<file path="src/rtl/logicnet_lut_neuron_stream.sv">
// logicnet_lut_neuron_stream: runtime-loadable truth-table neuron with a 2-stage valid/ready inference pipe.
// Table is distributed RAM written over a streaming load port; in_data addresses it directly.
module logicnet_lut_neuron_stream #(
    parameter int FAN_IN   = 3,
    parameter int IN_BITS  = 2,
    parameter int OUT_BITS = 2,
    localparam int ADDR_W  = FAN_IN * IN_BITS,
    localparam int DEPTH   = 2 ** ADDR_W
) (
    input  logic                clk,
    input  logic                rst,
    input  logic                load_start,
    input  logic                load_valid,
    input  logic [OUT_BITS-1:0] load_data,
    output logic                load_ready,
    output logic                load_done,
    input  logic                in_valid,
    output logic                in_ready,
    input  logic [ADDR_W-1:0]   in_data,
    output logic                out_valid,
    input  logic                out_ready,
    output logic [OUT_BITS-1:0] out_data,
    output logic                programmed
);
    localparam logic [1:0] EMPTY = 2'd0, LOAD = 2'd1, RUN = 2'd2;

    logic [1:0]          state_q, state_d;
    logic [ADDR_W-1:0]   addr_q, addr_d, wr_addr, s1_addr_q;
    logic                load_done_q, programmed_q, programmed_d;
    logic                s1_valid_q, out_valid_q;
    logic [OUT_BITS-1:0] out_data_q;
    logic [OUT_BITS-1:0] table_q [DEPTH];
    logic                pipe_en, pipe_empty, wr_en, last_wr, start_load;

    assign pipe_en    = !out_valid_q || out_ready;
    assign pipe_empty = !s1_valid_q && !out_valid_q;
    assign load_ready = state_q == LOAD;
    assign in_ready   = state_q == RUN && pipe_en;
    assign wr_en      = load_ready && load_valid;
    // A restart inside LOAD lets a same-cycle word land at entry 0.
    assign wr_addr    = load_start ? '0 : addr_q;
    assign last_wr    = wr_en && &wr_addr;
    assign start_load = load_start && (state_q == EMPTY ||
                        (state_q == RUN && pipe_empty && !load_done_q));

    always_comb begin
        state_d      = start_load ? LOAD : (last_wr ? RUN : state_q);
        addr_d       = load_ready ? wr_addr + ADDR_W'(wr_en) : '0;
        programmed_d = programmed_q || last_wr;
    end

    always_ff @(posedge clk or posedge rst) begin
        if (rst) begin
            state_q      <= EMPTY;
            addr_q       <= '0;
            load_done_q  <= 1'b0;
            programmed_q <= 1'b0;
            s1_valid_q   <= 1'b0;
            s1_addr_q    <= '0;
            out_valid_q  <= 1'b0;
            out_data_q   <= '0;
        end else begin
            state_q      <= state_d;
            addr_q       <= addr_d;
            load_done_q  <= last_wr;
            programmed_q <= programmed_d;
            if (pipe_en) begin
                s1_valid_q  <= in_valid && in_ready;
                s1_addr_q   <= in_data;
                out_valid_q <= s1_valid_q;
                if (s1_valid_q) out_data_q <= table_q[s1_addr_q];
            end
        end
    end

    always_ff @(posedge clk) begin
        if (wr_en) table_q[wr_addr] <= load_data;
    end

    assign load_done  = load_done_q;
    assign programmed = programmed_q;
    assign out_valid  = out_valid_q;
    assign out_data   = out_data_q;
endmodule

</file>
<file path="config.mk">
export PLATFORM = sky130hd
export DESIGN_NAME = logicnet_lut_neuron_stream
export DESIGN_NICKNAME = d
export VERILOG_FILES = /design/src/rtl/logicnet_lut_neuron_stream.sv
export SDC_FILE = /design/constraint.sdc
export NUM_CORES = 1
export LEC_CHECK = 0
export ABC_CLOCK_PERIOD_IN_PS = 2009
export CORE_MARGIN = 2
export CORE_UTILIZATION = 55
export CTS_CLUSTER_DIAMETER = 100
export DETAILED_ROUTE_END_ITERATION = 16
export HOLD_SLACK_MARGIN = 0.12
export PLACE_DENSITY = 0.83
export SLEW_MARGIN = 10
export SYNTH_ARGS = -nofsm -noshare
export SYNTH_HDL_FRONTEND = slang
export SYNTH_SLANG_ARGS = --single-unit
</file>
<file path="constraint.sdc">
create_clock -name clk -period 2.01 [get_ports clk]
set_clock_uncertainty 0.1 [all_clocks]
set_input_delay 0.402 -clock clk [delete_from_list [all_inputs] [get_ports clk]]
set_output_delay 0.402 -clock clk [all_outputs]
set_load 0.01 [all_outputs]
</file>
==> results.toml, run 1 <==
[critical_path]
reg2reg_from = "s1_addr_q[2]"
crit_type = "reg -> reg"
crit_path_end_kind = "flop"
cp_cell_sequence = "buf_16 -> mux4_2 -> mux4_2 -> mux2_4 -> o22ai_2 -> a21oi_2"
start_kind = "flop"
cpMaxStageDelayCell = "mux4_2"
rrSetupSlack_ns = -0.39
crit_arrival_ns = 2.59
r2r_cells = 6
crit_path_frequent_cell = "mux4_2"
worstReg2RegEnd = "out_data[1]"
crit_family = "multiplexers"
cp_slowest_stage_delay_ns = 0.55
cp_num_buf_inv = 1
path_max_fanout = 6
crit_required_ns = 2.20

[cells_and_area]
fin_nets = 463
syn_to_final_growth_pct = 22.2
drive_above_1_share_pct = 34.8
instances_no_fill = 600
final-seq-area_um2 = 4350
n_antenna_cell = 0
most-common-layout-cells = "edfxtp_1, nor2_1, buf_4"
utilization_pct = 69.3
mostFrequentLayoutCell = "edfxtp_1"
fillCellCount = 666
multi_input_area_um2 = 1800

[clocking]
clk_latency_ns = 0.42
clock_path_buffers = 2
htree_levels = 4
clk_pin_slew_worst_paths_ns = 0.06
cts_buffers = 17
root_buffer = "clkbuf_16"
clock_sinks = 148
cts_tree = "done"
hold_buffers = 0

[power_and_ir_drop]
p_total_mw = 7.11
ir_drop_uv = 583
p_leak_nw = 2.54
power_density_nw_per_um2 = 938

[timing]
drv_slew = 0
post-route-worst-setup-slack_ns = -0.389
finalHoldWorstSlack_ns = 0.166
finalSetupViolations = 2
max_freq_mhz = 417
slew_headroom_pct = 44.0
final_hold_viol_count = 0
finalCritPeriodShare_pct = 119
grt_setup_unrepaired = "yes"
tightest_slew_ns = 0.837
fin_crit_ns = 2.40

[drt]
dr.pass1.iters = 5
vias = 3792
wl_per_cell_um = 24.5
routed_wl_mm = 14.7
antenna_left = 0
drtIter0Drc = 466
drc = 0
via_per_inst = 6.32

[grt]
grt-ovfl-total = 0
grt_pass1_wl_mm = 22.4
busiest_layer = "met2"
grt_max_degree = 65
antenna_found_initial = 0
grt_use_total_pct = 26.5
grtUsageMet2_pct = 44.3
grtUsageMet1_pct = 31.0
grt_pass1_vias = 4005
met3_usage_pct = 6.70

[synthesis]
synth_top_area_share_pct = 62.0
yosysWarnings = 0
synth_nets = 397
synth_area_leader_cell = "edfxtp_1"
synth-seq-area-share_pct = 70.1
ys_types = 35
synthesis.area_um2 = 6200
yosys-top-cells-area = "edfxtp_1, dfrtp_1, mux4_2"
synth-edff-count = 128
ys_seq_elements = 148
syn_avg_cell_area_um2 = 16.3
synth_top_flop_cell = "edfxtp_1"
async_reset_ff_share_pct = 13.5
syn_inst = 381

[die]
start_util_pct = 56.7
die_w_um = 110
die_area_um2 = 12100
coreArea_um2 = 10900
num_rows = 38
die_h_um = 110
pin_count = 21

[run_status]
status = "complete, but fails checks"
violations = "setup timing"

[placement]
pre_cts_slack_ns = -0.355
dpl.hpwl_mm = 8.52
numPlacedInstances = 566
place_congestion = 0.858
numPortBuffers = 20

[job]
maxCapViolCount = 0

[min_path]
min_path_type = "in -> async"
-- worst max path at each step --
stage	slack (ns)	end	depth (start not counted)	startpoint
after floorplan	-0.18	out_data[0]	7	s1_addr_q[2]
after global placement	-0.23	out_data[1]	6	s1_addr_q[2]
after detailed placement	-0.36	in_ready	4	out_ready
after CTS	-0.33	out_data[1]	6	s1_addr_q[2]
after global routing	-0.41	out_data[1]	6	s1_addr_q[2]
final	-0.39	out_data[1]	6	s1_addr_q[2]
-- worst reg2reg max path, cell delays in order (launching register included) --
cell and delay (ns):
dfrtp_2 0.48, buf_16 0.16, mux4_2 0.55, mux4_2 0.54
mux2_4 0.29, o22ai_2 0.10, a21oi_2 0.05
-- what timing repair did --
item                       in CTS  in global routing
buffers inserted                1                  0
setup endpoints to repair       4                 83
gates cloned                    1                  0
gates resized for setup        18                 29
pin swaps                       3                  2
-- cell usage after synthesis, types with 5 or more instances --
cell and number:
mux4_2 17, edfxtp_1 128, nand2_1 8, a22o_1 5
nand3_1 9, nor2b_1 17, mux4_1 13, clkbuf_1 13
o21ai_0 5, nor2_1 73, nor3_1 9, mux2_2 14
dfrtp_1 20
-- cells by family after synthesis --
group                      Yosys count  share of synthesized area [%]
xor gates and xnor gates             4                          0.565
AOI/OAI and AO/OA                   27                           3.01
and+or+nand+nor                    133                           9.87
DFF                                148                           70.1
buffers and inverters               23                           1.86
adders and majority gates            2                          0.404
muxes                               44                           14.2
-- state kept, by name, summed over array words and instances, names as in the netlist --
signal / cells
table_q: 128
addr_q: 6
s1_addr_q: 6
s1_valid_q: 1
load_done: 1
out_data: 2
programmed: 1
state_q: 2
out_valid: 1
-- metal layers --
metal,wire (µm),vias to the layer above
met2,7700,251
met4,787,0
met1,4970,1891
met3,1260,61
li1,-,1589
met5,0,-
-- layout make-up --
class	count	area share, %
Clock buffer	17	5.61
Multi-Input combinational cell	210	23.7
Inverter	4	0.198
Clock inverter	15	2.72
Timing Repair Buffer	66	8.12
Sequential cell	148	57.3
Tap cell	140	2.31
-- power by group --
group / total [mW] / switching [mW] / leakage [nW] / internal [mW]
logic: 0.367 / 0.187 / 0.844 / 0.180
registers: 3.39 / 0.0289 / 1.41 / 3.36
clock network: 3.35 / 1.27 / 0.292 / 2.08
total: 7.11 / 1.48 / 2.54 / 5.62
-- per-stage QoR --
stage	instance area, µm²	setup TNS (ns)
5_1_grt	7580	-0.786
2_1_floorplan	6170	-0.346
3_5_place_dp	6830	-24.21
4_1_cts	7510	-0.640
3_3_place_gp	6830	-11.20
6_report	7580	-0.723
Note: power is estimated with default switching activity, not from simulation.
==> run 2: changes to the inputs <==
--- a/config.mk
+++ b/config.mk
@@ -5,13 +5,14 @@
 export SDC_FILE = /design/constraint.sdc
 export NUM_CORES = 1
 export LEC_CHECK = 0
-export ABC_CLOCK_PERIOD_IN_PS = 2009
+export ABC_CLOCK_PERIOD_IN_PS = 2100
 export CORE_MARGIN = 2
-export CORE_UTILIZATION = 55
+export CORE_UTILIZATION = 57
+export CTS_BUF_LIST = sky130_fd_sc_hd__clkbuf_2
 export CTS_CLUSTER_DIAMETER = 100
 export DETAILED_ROUTE_END_ITERATION = 16
 export HOLD_SLACK_MARGIN = 0.12
-export PLACE_DENSITY = 0.83
+export PLACE_DENSITY = 0.85
 export SLEW_MARGIN = 10
 export SYNTH_ARGS = -nofsm -noshare
 export SYNTH_HDL_FRONTEND = slang
==> constraint.sdc (replaced) <==
create_clock -name clk -period 2.1 [get_ports clk]
set_clock_uncertainty 0.1 [all_clocks]
set_input_delay 0.42 -clock clk [delete_from_list [all_inputs] [get_ports clk]]
set_output_delay 0.42 -clock clk [all_outputs]
set_load 0.01 [all_outputs]
==> run 2 against run 1 <==
Highest routed layer unchanged. Global-route usage shrank 3.7 points. The flow still finishes with violations (setup timing). Cell count shrank 1.3%. Count of clock-buffer cells in the layout is the same. Fmax up 3.1%.
==> results.toml, run 2 (synthesis gave the netlist of run 1 again) <==
[run_status]
status = "complete, but fails checks"
violations = "setup timing"

[die]
coreArea_um2 = 10700
die_h_um = 108
die_w_um = 108
num_rows = 38
pin_count = 21
die_area_um2 = 11700
start_util_pct = 57.7

[timing]
finalCritPeriodShare_pct = 111
grt_setup_unrepaired = "yes"
drv_slew = 0
max_freq_mhz = 430
finalSetupViolations = 3
post-route-worst-setup-slack_ns = -0.228
slew_headroom_pct = 51.7
tightest_slew_ns = 0.722
final_hold_viol_count = 0
tns_ns = -0.507
fin_crit_ns = 2.33

[drt]
via_per_inst = 6.05
routed_wl_mm = 12.4
drc = 0
drtIter0Drc = 272
dr.pass1.iters = 5
antenna_left = 0
wl_per_cell_um = 20.9
vias = 3579

[clocking]
clock_sinks = 148
clk_pin_slew_worst_paths_ns = 0.23
cts_buffers = 17
htree_levels = 4
root_buffer = "clkbuf_2"
clk_latency_ns = 0.74
clock_path_buffers = 2
cts_tree = "done"

[cells_and_area]
top_register = "table_q"
mostFrequentLayoutCell = "edfxtp_1"
final-seq-area_um2 = 4350
instances_no_fill = 592
fin_nets = 455
drive_above_1_share_pct = 27.9
most-common-layout-cells = "edfxtp_1, nor2_1, buf_4"
multi_input_area_um2 = 1740
fillCellCount = 794
reg_top3 = "table_q (128), addr_q (6), s1_addr_q (6)"
largest_register_ffs = 128
n_antenna_cell = 0
syn_to_final_growth_pct = 13.6

[critical_path]
crit_type = "reg -> reg"
cp_slowest_stage_delay_ns = 0.51
reg2reg_from = "s1_addr_q[2]"
path_max_fanout = 7
worstReg2RegEnd = "out_data[0]"
r2r_cells = 6
cpMaxStageDelayCell = "mux4_2"
cp_cell_sequence = "buf_12 -> mux4_2 -> mux4_2 -> mux2_4 -> o22ai_4 -> a21oi_2"
crit_required_ns = 2.62
crit_start = "s1_addr_q[2]"
rrSetupSlack_ns = -0.23
crit_path_end_kind = "flop"
critical_path.endpoint = "out_data[0]"
crit_arrival_ns = 2.84
start_kind = "flop"
crit_path_frequent_cell = "mux4_2"

[placement]
numPortBuffers = 20
dpl.hpwl_mm = 8.01
numPlacedInstances = 552
place_congestion = 0.789

[power_and_ir_drop]
swShare_pct = 25.7
ir_drop_uv = 390
seqPwrFrac_pct = 64.7
power_density_nw_per_um2 = 710
p_sw_mw = 1.29
p_leak_nw = 2.36
p_int_mw = 3.72
p_clk_share_pct = 28.7
combinationalPowerShare_pct = 6.6

[grt]
grt_max_degree = 65
grt-ovfl-total = 0
grt_pass1_wl_mm = 19.2
grt_pass1_vias = 3690
grt_use_total_pct = 22.8
antenna_found_initial = 0

[min_path]
min_path_cells = 2
min_path_type = "in -> reg"

[job]
maxCapViolCount = 0
run 2: changes by cell type in the layout (fill, tap and decap cells not counted), moves of 3 or more:
cell             before  now
dlygate4sd2_1         1    4
inv_8                 0    3
clkbuf_2              0   18
clkdlybuf4s50_1      16   13
bufinv_16             4    0
clkbuf_16            17    1
nor2_2               22    0
nor2_1               51   73
buf_4                39   31
run 2: power by group through the flow:
stage          clock network (mW)  logic [mW]  registers (mW)
2_1_floorplan                   0       0.189            3.28
3_3_place_gp                    0       0.303            3.30
3_5_place_dp                    0       0.312            3.30
4_1_cts                      1.45       0.326            3.24
5_1_grt                      1.58       0.357            3.24
6_report                     1.44       0.329            3.24
run 2: through the flow:
step	hold slack (ns)	worst slack [ns]	instance area, µm²	utilization [%]	power [mW]
after floorplan	0.284	-0.0924	6170	-	3.47
after detailed placement	0.364	-0.250	6740	62.7	3.61
after CTS	0.147	-0.221	7020	65.3	5.02
after global placement	0.354	-0.155	6740	62.7	3.60
after global routing	0.146	-0.287	7040	65.6	5.17
final	0.183	-0.228	7040	65.6	5.00
run 2: worst min path at each step:
| stage | from | endpoint | slack [ns] |
|---|---|---|---|
| floorplan | rst | addr_q[0] | 0.28 |
| global placement | programmed | programmed | 0.35 |
| detailed placement | programmed | programmed | 0.36 |
| CTS | in_data[1] | s1_addr_q[1] | 0.15 |
| global route | in_data[4] | s1_addr_q[4] | 0.15 |
| finish | in_data[1] | s1_addr_q[1] | 0.18 |
run 2: cell type report:
cell class / count / area share [%]
Multi-Input combinational cell: 210 / 24.7
Sequential cell: 148 / 61.7
Inverter: 4 / 0.249
Tap cell: 140 / 2.49
Clock buffer: 17 / 1.21
Clock inverter: 15 / 1.76
Timing Repair Buffer: 58 / 7.87
run 2: what timing repair did:
| action | in CTS | in global routing |
|---|---|---|
| endpoints found under the hold margin | 20 | 0 |
| endpoints found under the setup margin | 13 | 5 |
| gates resized for setup | 26 | 11 |
| hold buffers | 1 | 0 |
| setup buffers | 5 | 1 |
| pin swaps | 2 | 1 |
| gates cloned | 1 | 0 |
run 2: critical path: cells and delay by family, from the launching register on:
kind,cells,cell delay [ns]
AOI/OAI and AO/OA,2,0.15
buffers and inverters,1,0.16
DFF,1,0.50
muxes,3,1.31
run 2: layer usage:
| metal | global-route usage [%] | wire length (µm) | vias up |
|---|---|---|---|
| met1 | 28.9 | 4880 | 1795 |
| li1 | - | - | 1575 |
| met4 | 11.8 | 418 | 0 |
| met3 | 6.15 | 860 | 37 |
| met5 | 0 | 0 | - |
| met2 | 36.6 | 6210 | 172 |
